[src/rtl/hamming_emisor.sv]
// hamming_emisor: Hamming(7,4) encoder, registered or combinational per REGISTER_OUTPUT
// Define HAMMING_SECDED_EN to add the overall parity output p_all ({p_all, m_out} is SECDED).
module hamming_emisor #(
  parameter bit REGISTER_OUTPUT = 1'b1
) (
  input  logic       clk,
  input  logic       rst_n,
  input  logic       in_valid,
  input  logic [3:0] d_in,
  output logic       out_valid,
  output logic [6:0] m_out
`ifdef HAMMING_SECDED_EN
  ,
  output logic       p_all
`endif
);
  logic p1, p2, p3;
  logic [6:0] code;
  always_comb begin
    p1   = d_in[0] ^ d_in[1] ^ d_in[3];
    p2   = d_in[0] ^ d_in[2] ^ d_in[3];
    p3   = d_in[1] ^ d_in[2] ^ d_in[3];
    code = {d_in[3], d_in[2], d_in[1], p3, d_in[0], p2, p1};
  end
  generate
    if (REGISTER_OUTPUT) begin : g_reg
      always_ff @(posedge clk or negedge rst_n) begin
        if (!rst_n) begin
          out_valid <= 1'b0;
          m_out     <= 7'h00;
        end else begin
          out_valid <= in_valid;
          if (in_valid) m_out <= code;
        end
      end
    end else begin : g_comb
      assign out_valid = in_valid;
      assign m_out     = code;
    end
  endgenerate
`ifdef HAMMING_SECDED_EN
  // Derived from m_out so it follows the same latency and reset value.
  assign p_all = ^m_out;
`endif
endmodule

[config.mk]
export PLATFORM = sky130hd
export DESIGN_NAME = hamming_emisor
export DESIGN_NICKNAME = d
export VERILOG_FILES = /design/src/rtl/hamming_emisor.sv
export SDC_FILE = /design/constraint.sdc
export NUM_CORES = 1
export LEC_CHECK = 0
export CAP_MARGIN = 15
export CORE_AREA = 2 2 39 41
export DETAILED_ROUTE_END_ITERATION = 12
export DIE_AREA = 0 0 41 43
export GPL_ROUTABILITY_DRIVEN = 0
export HOLD_SLACK_MARGIN = 0.02
export PLACE_DENSITY = 0.55
export SLEW_MARGIN = 20
export SYNTH_ARGS = -nofsm -noshare
export SYNTH_HDL_FRONTEND = slang
export SYNTH_SLANG_ARGS = --single-unit
[constraint.sdc]
create_clock -name clk -period 1.4 [get_ports clk]
set_input_delay 0.28 -clock clk [delete_from_list [all_inputs] [get_ports clk]]
set_output_delay 0.28 -clock clk [all_outputs]
set_load 0.05 [all_outputs]
==> impl_metrics.tcl, run 1 <==
set metrics [dict create \
    run_status "finished, final reports clean" \
    netlist_area_sq_um 355 \
    first_iter_violations 0 \
    timing.rr.start "m_out[0]$_DFFE_PN0P_" \
    cts.sinks 8 \
    clock-root-buffer "clkbuf_4" \
    final_area_sq_um 623 \
    rows 14 \
    synth.distinct_cells 4 \
    cts_resized 0 \
    antenna_left 0 \
    synth_largest_area_cell "dfrtp_1" \
    vias_per_cell 4.31 \
    multi_input_area_sq_um 150 \
    internal-power_uw 536 \
    cp.arrival_ns 1.41 \
    rsz0062_at_grt "false" \
    syn-num-nets 26 \
    critical_path_class "in -> reg" \
    cp_max_fo 3 \
    crit_end "m_out[3]$_DFFE_PN0P_" \
    pwr-share-clk_pct 22.2 \
    synthArstFlopShare_pct 100 \
    setup_viol 0 \
    ys_seq_elements 8 \
    maxSlewHeadroom_pct 76.0 \
    coreArea_sq_um 1380 \
    worst_pin_slew_ns 0.360 \
    dieArea_sq_um 1760 \
    post_cts_buffers 0 \
    grt_max_degree 9 \
    power_frac_comb_pct 40.6 \
    tns_ns 0 \
    yosysWarnings 0 \
    placed_cell_area_sq_um 598 \
    p_switching_uw 255 \
    fmax_mhz 792 \
    drive_gt1_share_pct 52.8 \
    synthCells 19 \
    hp-class "in -> async" \
    startpoint "d_in[2]" \
    rrSetupSlack_ns 0.61 \
    wirelength_um 583 \
    antenna_found_initial 0 \
    drcViolationCount 0 \
    clk_pin_slew_ns 0.05 \
    hold_viol 0 \
    final.fill_count 131 \
    grt_pass1_wl_um 1040 \
    worstSetupEndpointType "register" \
    p_sw_share_pct 32.3 \
    finalClockSkew_ns 0 \
    antenna_cells 0 \
    yosysSeqAreaShare_pct 56.3 \
    ctsHoldBuffers 0 \
    synth_top_area_share_pct 56.3 \
    netlist_top_cells_count "dfrtp_1, mux2_2, xor3_1" \
    cts_tree "built" \
    cts_buffers 3 \
    portBuffers 14 \
    ios 15 \
    maxSlewViolCount 0 \
    setup_slack_ns 0.137 \
    power.density_nw_per_um2 1270 \
    grt_pass1_vias 223 \
    synth_top_flop_cell "dfrtp_1" \
    layout.nets 45 \
    crit_required_ns 1.54 \
    num_vias 224 \
    synth.area.top_cells "dfrtp_1, mux2_2, xor3_1" \
    placed_cells 49 \
    clk_latency_ns 0.25 \
    cap_violations 0 \
    grt-ovfl-total 0 \
    firstDrtPassIters 1 \
    pre_cts_slack_ns -0.226 \
    r2r_end "m_out[0]$_DFFE_PN0P_" \
    instances_no_fill 52 \
    die_h_um 43 \
    reg2reg_depth 1 \
    wl_per_cell_um 11.2 \
    cts.path.max_buffers 2 \
    initial_core_util_pct 25.7 \
    area_delta_synth_final_pct 75.4 \
    fin_crit_sh_pct 90.2 \
    regArea_sq_um 200 \
    sequentialPowerShare_pct 37.2 \
    syn_area_per_cell_sq_um 18.7 \
    hold_ws_ns 0.298 \
    peakVddDrop_mv 0.555 \
    p_leak_nw 0.293 \
    yosysMostFrequentCell "dfrtp_1" \
    period_needed_ns 1.26 \
    dieWidth_um 41 \
    htree_levels 1 \
    grt_usage_pct 10.0 \
    setup.worst_path.start_class "input pin" \
    synth_edf_count 0 \
]
[per-stage QoR]
stage / total power [mW] / util [%]
after global routing: 0.834 / 45.0
final: 0.792 / 45.0
after CTS: 0.808 / 44.8
after detailed placement: 0.624 / 43.2
after global placement: 0.623 / 43.2
after floorplan: 0.444 / -
[kinds of logic (layout without fill, tap and decap cells)]
| kind of cell | after synthesis | after routing | share of synthesized area, % |
|---|---|---|---|
| flip-flops | 8 | 8 | 56.3 |
| multiplexers | 7 | 7 | 22.2 |
| XOR/XNOR | 3 | 3 | 20.1 |
| buffers and inverters | 1 | 18 | 1.41 |
[critical path, stage by stage]
cell and delay (ns):
clkdlybuf4s50_1 0.53, xor3_1 0.32, mux2_2 0.27
[how the worst min path moves through the flow]
stage                           end  slack, ns                 start
6_report       m_out[6]$_DFFE_PN0P_       0.30                 rst_n
3_3_place_gp   m_out[6]$_DFFE_PN0P_       0.56  m_out[6]$_DFFE_PN0P_
5_1_grt        m_out[6]$_DFFE_PN0P_       0.32                 rst_n
3_5_place_dp   m_out[4]$_DFFE_PN0P_       0.57  m_out[4]$_DFFE_PN0P_
4_1_cts        m_out[6]$_DFFE_PN0P_       0.30                 rst_n
2_1_floorplan  m_out[0]$_DFFE_PN0P_      -0.02                 rst_n
[cells in the final DEF (no fill, tap or decap)]
| cell type | netlist | routed |
|---|---|---|
| dfrtp_1 | 8 | 8 |
| mux2_2 | 7 | 7 |
| dlymetal6s2s_1 | 0 | 1 |
| clkdlybuf4s50_1 | 0 | 5 |
| xor3_1 | 3 | 3 |
| buf_4 | 0 | 1 |
| buf_12 | 0 | 8 |
| clkbuf_4 | 0 | 3 |
[metal layers]
metal	up-vias	share of wire [%]	global-route usage (%)	wire length, um
met5	-	0	0	0
met3	5	12	4.71	69
met4	0	5.8	12.0	34
met2	12	43	11.9	250
li1	101	-	-	-
met1	106	39	11.3	228
[power groups by stage]
stage	clock, mW	combinational [mW]	sequential, mW
global placement	0	0.325	0.297
detailed placement	0	0.325	0.299
global route	0.199	0.335	0.300
finish	0.176	0.321	0.294
floorplan	0	0.0551	0.389
CTS	0.187	0.326	0.295
[sequential cells by signal, summed over array words and instances (netlist names)]
signal     cells
out_valid      1
m_out          7
[area by class of cell]
class	instances	share of cell area [%]
timing repair buffer	15	36.9
clock buffer	3	3.61
tap	16	3.21
multi-input combinational	10	24.1
sequential	8	32.1
Note: power is estimated with default switching activity, not from simulation.
==> run 2: changes to the inputs <==
Settings changed: CAP_MARGIN 15 to 0.
==> results of run 2 <==
Same layout as run 1: the final DEF is identical, and so are final timing and power.
